`config.mk`:
```
export PLATFORM = sky130hd
export DESIGN_NAME = beep_sequencer_flat
export DESIGN_NICKNAME = d
export VERILOG_FILES = /design/src/rtl/beep_sequencer_if.sv /design/src/rtl/beep_sequencer.sv /design/src/flat_wrapper.sv
export SDC_FILE = /design/constraint.sdc
export NUM_CORES = 1
export LEC_CHECK = 0
export BUFFER_PORTS_ARGS = -buffer_cell sky130_fd_sc_hd__buf_2
export CORE_MARGIN = 2
export CORE_UTILIZATION = 50
export DETAILED_ROUTE_END_ITERATION = 8
export HOLD_SLACK_MARGIN = 0.12
export PLACE_DENSITY = 0.68
export SLEW_MARGIN = 10
export SYNTH_ARGS = -nofsm -noshare
export SYNTH_HDL_FRONTEND = slang
export SYNTH_SLANG_ARGS = --single-unit
```
`constraint.sdc`:
```
create_clock -name cp -period 5.5 [get_ports cp]
set_clock_uncertainty 0.05 [all_clocks]
set_input_delay 1.1 -clock cp [delete_from_list [all_inputs] [get_ports cp]]
set_output_delay 1.1 -clock cp [all_outputs]
set_load 0.02 [all_outputs]
```
`src/rtl/beep_sequencer_if.sv`:
```
// Event and beep-status bundle between the run controller and beep_sequencer.
interface beep_sequencer_if;
    logic click;
    logic hadFinish;
    logic beeLED;
    logic busy;

    modport master (
        output click,
        output hadFinish,
        input  beeLED,
        input  busy
    );

    modport slave (
        input  click,
        input  hadFinish,
        output beeLED,
        output busy
    );
endinterface

```
`src/rtl/beep_sequencer.sv`:
```
// Click and wash-finish beep pattern generator with registered buzzer outputs.
// Click beeps exist only when BEEP_CLICK_BEEP_EN is defined; otherwise only finish patterns sound.
module beep_sequencer #(
    parameter int unsigned TICK_DIV       = 1000,
    parameter int unsigned CLICK_TICKS    = 50,
    parameter int unsigned BEEP_ON_TICKS  = 200,
    parameter int unsigned BEEP_OFF_TICKS = 200,
    parameter int unsigned FINISH_BEEPS   = 3
) (
    input logic             cp,
    input logic             resetBtn,
    beep_sequencer_if.slave bus
);
    localparam logic [1:0] IDLE     = 2'd0;
`ifdef BEEP_CLICK_BEEP_EN
    localparam logic [1:0] CLICK_ON = 2'd1;
`endif
    localparam logic [1:0] FIN_ON   = 2'd2;
    localparam logic [1:0] FIN_OFF  = 2'd3;

    logic [1:0]  stateQ, stateD;
    logic [15:0] preQ, preD;
    logic [7:0]  phaseQ, phaseD;
    logic [3:0]  beepsQ, beepsD;
    logic        finPrevQ;
    logic        finEvent;
    logic        tick;
    logic        ledD;
    logic        beeLEDQ, busyQ;

    assign finEvent = bus.hadFinish & ~finPrevQ;
    assign tick     = (preQ == 16'(TICK_DIV - 1));

`ifdef BEEP_CLICK_BEEP_EN
    logic clickPrevQ;
    logic clickEvent;

    assign clickEvent = bus.click & ~clickPrevQ;

    // Tracks the input during reset too, so a level held across release is not an event.
    always_ff @(posedge cp) begin
        clickPrevQ <= bus.click;
    end
`endif

    always_comb begin
        stateD = stateQ;
        preD   = preQ;
        phaseD = phaseQ;
        beepsD = beepsQ;
        if (stateQ != IDLE) begin
            preD   = tick ? '0 : preQ + 16'd1;
            phaseD = tick ? phaseQ + 8'd1 : phaseQ;
        end

        // A finish event overrides any click and restarts the pattern from any state.
        if (finEvent) begin
            stateD = FIN_ON;
            beepsD = 4'(FINISH_BEEPS);
            preD   = '0;
            phaseD = '0;
        end else begin
            case (stateQ)
                IDLE: begin
`ifdef BEEP_CLICK_BEEP_EN
                    if (clickEvent) begin
                        stateD = CLICK_ON;
                        preD   = '0;
                        phaseD = '0;
                    end
`endif
                end
`ifdef BEEP_CLICK_BEEP_EN
                CLICK_ON: begin
                    if (clickEvent) begin
                        preD   = '0;
                        phaseD = '0;
                    end else if (tick && phaseQ == 8'(CLICK_TICKS - 1)) begin
                        stateD = IDLE;
                        preD   = '0;
                        phaseD = '0;
                    end
                end
`endif
                FIN_ON: begin
                    if (tick && phaseQ == 8'(BEEP_ON_TICKS - 1)) begin
                        beepsD = beepsQ - 4'd1;
                        stateD = (beepsQ == 4'd1) ? IDLE : FIN_OFF;
                        preD   = '0;
                        phaseD = '0;
                    end
                end
                FIN_OFF: begin
                    if (tick && phaseQ == 8'(BEEP_OFF_TICKS - 1)) begin
                        stateD = FIN_ON;
                        preD   = '0;
                        phaseD = '0;
                    end
                end
                default: begin
                    stateD = IDLE;
                    preD   = '0;
                    phaseD = '0;
                    beepsD = '0;
                end
            endcase
        end

`ifdef BEEP_CLICK_BEEP_EN
        ledD = (stateD == FIN_ON) || (stateD == CLICK_ON);
`else
        ledD = (stateD == FIN_ON);
`endif
    end

    always_ff @(posedge cp) begin
        finPrevQ <= bus.hadFinish;
        if (resetBtn) begin
            stateQ  <= IDLE;
            preQ    <= '0;
            phaseQ  <= '0;
            beepsQ  <= '0;
            beeLEDQ <= 1'b0;
            busyQ   <= 1'b0;
        end else begin
            stateQ  <= stateD;
            preQ    <= preD;
            phaseQ  <= phaseD;
            beepsQ  <= beepsD;
            beeLEDQ <= ledD;
            busyQ   <= (stateD != IDLE);
        end
    end

    assign bus.beeLED = beeLEDQ;
    assign bus.busy   = busyQ;
endmodule

```
`src/flat_wrapper.sv`:
```
// flat-port wrapper written by rule: the top's interface ports become plain ports
module beep_sequencer_flat 
#(
    parameter int unsigned TICK_DIV       = 1000,
    parameter int unsigned CLICK_TICKS    = 50,
    parameter int unsigned BEEP_ON_TICKS  = 200,
    parameter int unsigned BEEP_OFF_TICKS = 200,
    parameter int unsigned FINISH_BEEPS   = 3
)
  (cp, resetBtn, bus_click, bus_hadFinish, bus_beeLED, bus_busy);
  beep_sequencer_if bus_i ();
  input logic cp;
  input logic resetBtn;
  input wire logic [$bits(bus_i.click)-1:0] bus_click;
  input wire logic [$bits(bus_i.hadFinish)-1:0] bus_hadFinish;
  output wire logic [$bits(bus_i.beeLED)-1:0] bus_beeLED;
  output wire logic [$bits(bus_i.busy)-1:0] bus_busy;
  assign bus_i.click = bus_click;
  assign bus_i.hadFinish = bus_hadFinish;
  assign bus_beeLED = bus_i.beeLED;
  assign bus_busy = bus_i.busy;
  beep_sequencer #(.TICK_DIV(TICK_DIV), .CLICK_TICKS(CLICK_TICKS), .BEEP_ON_TICKS(BEEP_ON_TICKS), .BEEP_OFF_TICKS(BEEP_OFF_TICKS), .FINISH_BEEPS(FINISH_BEEPS)) u_core (.cp(cp), .resetBtn(resetBtn), .bus(bus_i));
endmodule
```
=== After elaboration in Yosys (flattened, before gate mapping) ===
Cells that the tools add are included.
Widths: inputs -> output; s select.

* Flip-flop bits (word level): 33
* Input bits: 4
* Output and inout port bits: 2
* Word-level logic and storage cells: 48

* Add/subtract/negate cells: 3
* Equality and inequality tests: 9
* Multiplexer cells: 16
* Bitwise operators: 3
* Reductions and logical operators: 9

{| class="wikitable"
|+ Operator list
! operator !! count
|-
| $mux 16 || 3
|-
| $pmux 16 s2 || 1
|-
| $mux 8 || 3
|-
| $add 16x1->16 const B || 1
|-
| $eq 16x10->1 const B || 1
|-
| $pmux 8 s2 || 1
|-
| $mux 2 || 5
|-
| $add 8x1->8 const B || 1
|-
| $eq 8x8->1 const B || 1
|-
| $pmux 4 s2 || 1
|-
| $eq 2x2->1 const B || 3
|-
| $pmux 2 s3 || 1
|-
| $reduce_or 2->1 || 3
|-
| $eq 4x1->1 const B || 1
|-
| $mux 4 || 1
|-
| $ne 2x1->1 const B || 2
|-
| $reduce_and 2->1 || 2
|-
| $reduce_bool 2->1 || 2
|-
| $sub 4x1->4 const B || 1
|-
| $ne 3x1->1 const B || 1
|-
| $logic_not 2->1 || 1
|-
| $not 1->1 || 2
|-
| $and 1x1->1 || 1
|-
| $logic_and 1x1->1 || 1
|}

=== Longest topological paths before layout ===
Gate-level depths: netlist of run 1.

* Depth after elaboration: 6
* Depth in mapped cells: 8

=== Worst setup path after synthesis of run 1 ===
Ideal clock, no wire load.

* Path kind: input port to flip-flop
* Start: input port bus_hadFinish
* End: register u_core.preQ[13]
* Setup time: 0.087 ns
* Arrival time: 2.270 ns
* Data required time: 5.363 ns
* Slack: 3.093 ns
* Stages: 6
* Path buffers: 1
* Cells stage by stage: nor2b_1 -> clkbuf_1 -> nor3_2 -> nand2_1 -> or2_2 -> o31ai_1

* Longest elaborated chain between the ends: 2

{| class="wikitable"
|+ Ends and longest elaborated chain
! item !! RTL line !! source
|-
| start: declaration || flat_wrapper.sv:15 || <nowiki>input wire logic [$bits(bus_i.hadFinish)-1:0] bus_hadFinish;</nowiki>
|-
| $and 1x1->1 || beep_sequencer.sv:31 || <nowiki>assign finEvent = bus.hadFinish & ~finPrevQ;</nowiki>
|-
| $reduce_or 2->1 (no source line) || - ||
|-
| end signal: assignment || beep_sequencer.sv:127 || <nowiki>preQ <= preD;</nowiki>
|-
| end: declaration || beep_sequencer.sv:22 || <nowiki>logic [15:0] preQ, preD;</nowiki>
|}

Every way passes these cells.
A chain may end at the register's enable or synchronous reset.

=== Worst setup path in the final report of run 1 ===
* Start: register u_core.stateQ[0]
* End: register u_core.preQ[9]

* Longest elaborated chain between the ends: 4
* Elaborated cells between the ends (all ways): 8

{| class="wikitable"
|+ Ends and longest elaborated chain
! item !! RTL line !! source
|-
| start: declaration || beep_sequencer.sv:21 || <nowiki>logic [1:0] stateQ, stateD;</nowiki>
|-
| start signal: assignment || beep_sequencer.sv:126 || <nowiki>stateQ <= stateD;</nowiki>
|-
| $reduce_bool 2->1 || beep_sequencer.sv:51 || <nowiki>if (stateQ != IDLE) begin</nowiki>
|-
| $mux 16 || beep_sequencer.sv:51 ||
|-
| $mux 16 || beep_sequencer.sv:86, beep_sequencer.sv:94 ||
|-
| $pmux 16 s2 (*) || beep_sequencer.sv:63 || <nowiki>case (stateQ)</nowiki>
|}

Every way passes the cells marked *; elsewhere a longest branch is shown, timed or not.

==> flow_summary.json, run 1 <==
{
  "outcome": "finished clean",
  "place.gp.congestion": 0.8065,
  "clkLatencyLatePin_ns": 0.28,
  "avgSynthCellArea_sq_um": 8.196,
  "cts.sinks": 33,
  "relSlewSlack_pct": 43.25,
  "grt_overflow_total": 0,
  "ys_types": 51,
  "drt_iter0_markers": 92,
  "cts_made_buffers": 5,
  "netlist.area_leader.share_pct": 35.20,
  "yosysSeqAreaShare_pct": 35.20,
  "cp-end-kind": "register",
  "die_h_um": 65.27,
  "antenna_found_initial": 0,
  "port_buffers": 4,
  "drt-pass1-iter-count": 4,
  "nFillCells": 353,
  "avgViaCountPerCell": 6.246,
  "grt_max_degree": 23,
  "antenna_cells": 0,
  "synth_nets": 241,
  "start_kind": "register",
  "hold_viol": 0,
  "nets": 240,
  "instances_no_fill": 276,
  "synth_edf_count": 0,
  "critPathArrivalTime_ns": 2.66,
  "antenna_left": 0,
  "ir_drop_mv": 0.1389,
  "clk_pin_slew_ns": 0.06,
  "min_path_cells": 2,
  "die-area_sq_um": 4260,
  "first_global_vias": 1523,
  "async_flop_share_pct": 0,
  "ctsRootBufferMaster": "clkbuf_8",
  "holdBufCountCts": 0,
  "yosys.area.top_type": "dfxtp_1",
  "tightestPinTransition_ns": 0.8482,
  "pin_count": 6,
  "max_freq_mhz": 396.5,
  "cts_buffer_depth": 2,
  "final_max_slew_viol_count": 0,
  "wl_per_cell_um": 14.86,
  "fp-row-count": 22,
  "cp_max_fo": 22,
  "max_cap_viol_count": 0,
  "layout_commonest_cell": "dfxtp_1",
  "mostFrequentLayoutCells": "33 x dfxtp_1, 24 x a21oi_1, 17 x nor2_1, 15 x nand2_1, 13 x nand3_1",
  "layout-drive-gt1-share_pct": 10.96,
  "p_leak_nw": 0.7085,
  "via_count": 1724,
  "fin_setup_tns_ns": 0,
  "synth_area_leaders": "dfxtp_1 35%, a21oi_1 6.4%, ha_1 5.3%, nand3_1 3.5%, nor2_1 3.4%",
  "rsz0062_at_grt": "no",
  "path_cells": "inv_1, ha_1, and3b_1, and3_1, or3_2, a311oi_1",
  "syn_inst": 229,
  "post_cts_buffers": 0,
  "fin_crit_sh_pct": 45.85,
  "fin_crit_ns": 2.522,
  "syn_area_sq_um": 1877,
  "cts_tree": "done",
  "grt_pass1_wl_um": 7127,
  "setup_violations": 0,
  "htreeDepth": 2,
  "power_density_nw_per_um2": 229.1,
  "cp_data_required_time_ns": 5.64,
  "place_hpwl_um": 2784,
  "start_util_pct": 51.65,
  "dp_cells": 269,
  "die_x_um": 65.27,
  "drt_wl_total_um": 4100,
  "yosys_warnings": 0,
  "cts_resized": 0,
  "grt.total_usage_pct": 21.33,
  "ys.flop_type": "dfxtp_1",
  "cpPeakStageDelay_ns": 0.68,
  "reg2reg_depth": 6,
  "crit_slowest_cell": "ha_1",
  "synth.ff_latch_count": 33,
  "worst-setup-path-type": "reg2reg",
  "hp-class": "reg2reg",
  "synthToLayoutAreaGrowth_pct": 6.000,
  "route.detailed.drc": 0,
  "core_area_sq_um": 3633
}
## worst paths after layout
path / startpoint / to / slack, ns
max: u_core.stateQ[0] / u_core.preQ[9] / 2.98
min: u_core.beepsQ[3] / u_core.beepsQ[3] / 0.44
max reg2reg: u_core.stateQ[0] / u_core.preQ[9] / 2.98
min reg2reg: u_core.beepsQ[3] / u_core.beepsQ[3] / 0.44
## final cells by class
cell class	instances	area [sq um]	area share [%]
Clock buffer	7	86.33	4.340
Inverter	11	41.29	2.075
Multi-Input combinational cell	173	1121	56.35
Sequential cell	33	660.6	33.21
Tap cell	48	60.06	3.019
Timing Repair Buffer	4	20.02	1.006
## logic make-up (layout without fill, tap and decap cells)
| logic type | count (synthesis) | in the layout | synth area share (%) |
|---|---|---|---|
| buffers and inverters | 23 | 22 | 5.067 |
| DFF | 33 | 33 | 35.20 |
| adders and majority gates | 8 | 8 | 5.334 |
| xor gates and xnor gates | 5 | 5 | 2.333 |
| AOI/OAI and AO/OA | 60 | 60 | 20.20 |
| and+or+nand+nor | 98 | 98 | 30.73 |
| muxes | 2 | 2 | 1.133 |
## sequential cells by signal, indices dropped and copies added, names as in the netlist
register,flops
u_core.bus.busy,1
u_core.beepsQ,4
u_core.preQ,16
u_core.bus.beeLED,1
u_core.stateQ,2
u_core.phaseQ,8
u_core.finPrevQ,1
## where the power goes
group | switching, mW | leakage, nW | internal (mW) | total (mW)
Sequential | 0.00152 | 0.267 | 0.242 | 0.243
Clock | 0.0837 | 0.0443 | 0.0992 | 0.183
Combinational | 0.0203 | 0.397 | 0.00929 | 0.0296
## worst max-delay path: cells and delay by family (launching register included)
family	cells	cell delay, ns
buffers and inverters	1	0.11
adder cells (fa/ha/maj)	1	0.68
flip-flops	1	0.35
AO/OA/AOI/OAI	1	0.26
AND/OR/NAND/NOR	3	0.97
## synth_stat cells (all sizes together), types with 5 or more instances
cell,count
a21oi,25
and3,6
and4,5
clkbuf,10
dfxtp,33
ha,8
inv,11
nand2,15
nand3,13
nand4,8
nor2,17
nor3,6
o21ai,9
or3,5
xor2,5
## metal layers
metal	vias up	global-route usage (%)	share of wire, %
met1	810	27.72	47
met3	7	4.452	6.1
met4	0	9.115	1.9
li1	855	-	-
met5	-	0	0
met2	52	34.18	45
## stage by stage
step | util [%] | area [sq um] | total power, mW | setup WS (ns) | hold WS [ns]
after floorplan | - | 1877 | 0.2704 | 3.093 | 0.4020
after global placement | 52.38 | 1903 | 0.2779 | 2.748 | 0.4171
after detailed placement | 52.38 | 1903 | 0.2781 | 2.757 | 0.4239
after CTS | 54.75 | 1989 | 0.4601 | 2.992 | 0.4359
after global routing | 54.75 | 1989 | 0.4747 | 2.797 | 0.4624
final | 54.75 | 1989 | 0.4557 | 2.978 | 0.4366
No activity file was read; power rests on OpenSTA's default activity.
==> inputs of run 2 (changes only) <==
Settings changed: ABC_AREA set to 1.
Clock period 5.5 ns to 2.4 ns, I/O delays scaled along.
==> run 2 against run 1 <==
  * Register-to-register slack got worse by 2.5 ns
  * Sequential power rose by 130%
  * Combinational power rose to 4.4 times the previous value
  * First-iteration DRC count rose by 67%
  * Via count rose by 13%
  * Largest power group unchanged
  * Final cell count rose by 40%
  * Synthesized cell count rose by 42%
  * Clock-buffer cell count rose by 1
  * Largest cell class unchanged
  * Flip-flop and latch count did not move
  * Die area rose by 12%
  * Wire length rose by 5.6%
==> flow_summary.json, run 2 <==
{
  "critPathArrivalTime_ns": 1.99,
  "synth_edf_count": 0,
  "outcome": "finished clean",
  "ir_drop_mv": 0.3071,
  "place_ws_ns": 0.5229,
  "cts_made_buffers": 5,
  "synthMuxAreaShare_pct": 0.4711,
  "path_cells": "inv_1, ha_1, or2_2, nand2_2, inv_2, nor2_4, nor2_1, o21ai_2, nor2_1",
  "top_regs": "u_core.preQ: 16 flops, u_core.phaseQ: 8 flops, u_core.beepsQ: 4 flops",
  "synth.ff_latch_count": 33,
  "fin_ws_ns": 0.5200,
  "core_area_sq_um": 4058,
  "synth_area_leaders": "dfxtp_1 31%, nand2_1 14%, nand3_1 7.3%, nor2_1 7.1%, a21oi_1 6.4%",
  "fin_setup_tns_ns": 0,
  "first_global_vias": 1727,
  "antenna_left": 0,
  "die_h_um": 69.19,
  "wl_per_cell_um": 11.22,
  "yosysSeqAreaShare_pct": 31.10,
  "die_x_um": 69.19,
  "fin_crit_sh_pct": 78.33,
  "cp-end-kind": "register",
  "cp_data_required_time_ns": 2.51,
  "syn_area_sq_um": 2125,
  "via_count": 1954,
  "whs_ns": 0.2643,
  "synth_top_family_by_area": "simple AND/OR/NAND/NOR gates",
  "clk_pin_slew_ns": 0.06,
  "syn_inst": 326,
  "grt_overflow_total": 0,
  "cts_buffer_depth": 2,
  "worst-setup-path-type": "reg2reg",
  "yosysMostFrequentCell": "nand2_1",
  "start_kind": "register",
  "post_cts_buffers": 0,
  "timing.rr.start": "u_core.stateQ[0]",
  "top_register": "u_core.preQ",
  "cts.sinks": 33,
  "final_cell_area_sq_um": 2288,
  "ys_types": 34,
  "p_leak_nw": 0.9357,
  "synth-xor-area-share_pct": 2.061,
  "avgSynthCellArea_sq_um": 6.517,
  "fin_crit_ns": 1.880,
  "synthToLayoutAreaGrowth_pct": 7.715,
  "hold_viol": 0,
  "yosys_warnings": 0,
  "antenna_found_initial": 0,
  "layout_commonest_cell": "nand2_1",
  "max_cap_viol_count": 0,
  "route.detailed.drc": 0,
  "final_max_slew_viol_count": 0,
  "critPathLaunch": "u_core.stateQ[0]",
  "placed_cell_area_sq_um": 2208,
  "power_density_nw_per_um2": 477.8,
  "cts_tree": "done",
  "yosys.area.top_type": "dfxtp_1",
  "cts_resized": 0,
  "setup_violations": 0,
  "largest_register_ff_count": 16,
  "cpPeakStageDelay_ns": 0.41,
  "clkLatencyLatePin_ns": 0.28,
  "place.gp.congestion": 0.8783,
  "fp-row-count": 23,
  "cp_max_fo": 8,
  "synthAdderAreaFrac_pct": 4.711,
  "hp-class": "in2reg",
  "place_hpwl_um": 3259,
  "synth-compound-area-share_pct": 11.19,
  "avgViaCountPerCell": 5.062,
  "drt-pass1-iter-count": 4,
  "die-area_sq_um": 4787,
  "ys.flop_type": "dfxtp_1",
  "htreeDepth": 2,
  "holdBufCountCts": 0,
  "grt_pass1_wl_um": 7762,
  "drt_iter0_markers": 154,
  "mostFrequentLayoutCells": "79 x nand2_1, 40 x nor2_1, 34 x inv_1, 33 x dfxtp_1, 31 x nand3_1",
  "synth_nets": 338,
  "synthSimpleGateAreaFrac_pct": 41.28,
  "nets": 347,
  "antenna_cells": 0,
  "start_util_pct": 52.36,
  "netlist.area_leader.share_pct": 31.10,
  "crit_slowest_cell": "or2_2",
  "max_freq_mhz": 531.9,
  "port_buffers": 4,
  "synth_common_cells": "79 x nand2_1, 40 x nor2_1, 34 x inv_1",
  "pin_count": 6,
  "relSlewSlack_pct": 73.49,
  "hp-start": "bus_hadFinish",
  "post-route-util_pct": 56.40,
  "layout-drive-gt1-share_pct": 13.99,
  "grt_max_degree": 15,
  "tightestPinTransition_ns": 0.3962,
  "grt.total_usage_pct": 19.72,
  "ctsRootBufferMaster": "clkbuf_8",
  "drt_wl_total_um": 4329,
  "async_flop_share_pct": 0,
  "cp_common_cell": "nor2_1",
  "rsz0062_at_grt": "no"
}
==> run 2: cell count changes after synthesis, sizes merged, moves of 6 or more <==
| cell | change |
|---|---|
| inv | +29 |
| and3 | -6 |
| clkbuf | -6 |
| nand2 | +75 |
| nand3 | +20 |
| nor2 | +32 |
==> run 2: metrics by stage <==
stage                     power (mW)  cells
final                          1.093    386
after global routing           1.150    386
after detailed placement      0.7111    378
after global placement        0.7098    378
after floorplan               0.6753    326
after CTS                      1.113    386
==> run 2: path summary, 6_finish.rpt <==
| path | depth (start not counted) | slack [ns] | endpoint |
|---|---|---|---|
| hold / removal | 1 | 0.26 | u_core.finPrevQ |
| hold reg to reg | 2 | 0.43 | u_core.beepsQ[1] |
| setup / recovery | 9 | 0.52 | u_core.preQ[6] |
| setup reg to reg | 9 | 0.52 | u_core.preQ[6] |
==> run 2: final cells by class <==
| type | instances | area (sq um) |
|---|---|---|
| Clock buffer | 8 | 80.08 |
| Fill cell | 404 | 1769 |
| Inverter | 42 | 158.9 |
| Multi-Input combinational cell | 244 | 1269 |
| Sequential cell | 33 | 660.6 |
| Tap cell | 50 | 62.56 |
| Timing Repair Buffer | 9 | 57.56 |
==> run 2: logic make-up after synthesis <==
| kind of cell | Yosys count |
|---|---|
| fa+ha+maj | 8 |
| buf+inv | 49 |
| simple gates | 186 |
| flops | 33 |
| compound gates | 44 |
| xor+xnor | 5 |
| mux | 1 |
==> run 2: metal layers <==
metal	share of wire (%)	up-vias	global-route usage, %
met5	0	-	0
met4	1.6	0	8.061
met3	3.3	6	3.052
met2	41	29	28.21
met1	54	855	29.33
li1	-	1064	-
==> run 2: where the power goes <==
group	leakage [nW]	internal (mW)	switching, mW
clock network	0.0395	0.206	0.189
logic	0.629	0.0421	0.0884
registers	0.268	0.559	0.00846
==> run 2: worst max-delay path, delay by kind of cell, from the launching register on <==
family	cells	cell delay (ns)
AOI/OAI and AO/OA	1	0.10
buffers and inverters	2	0.18
adders and majority gates	1	0.27
and+or+nand+nor	5	0.77
DFF	1	0.38
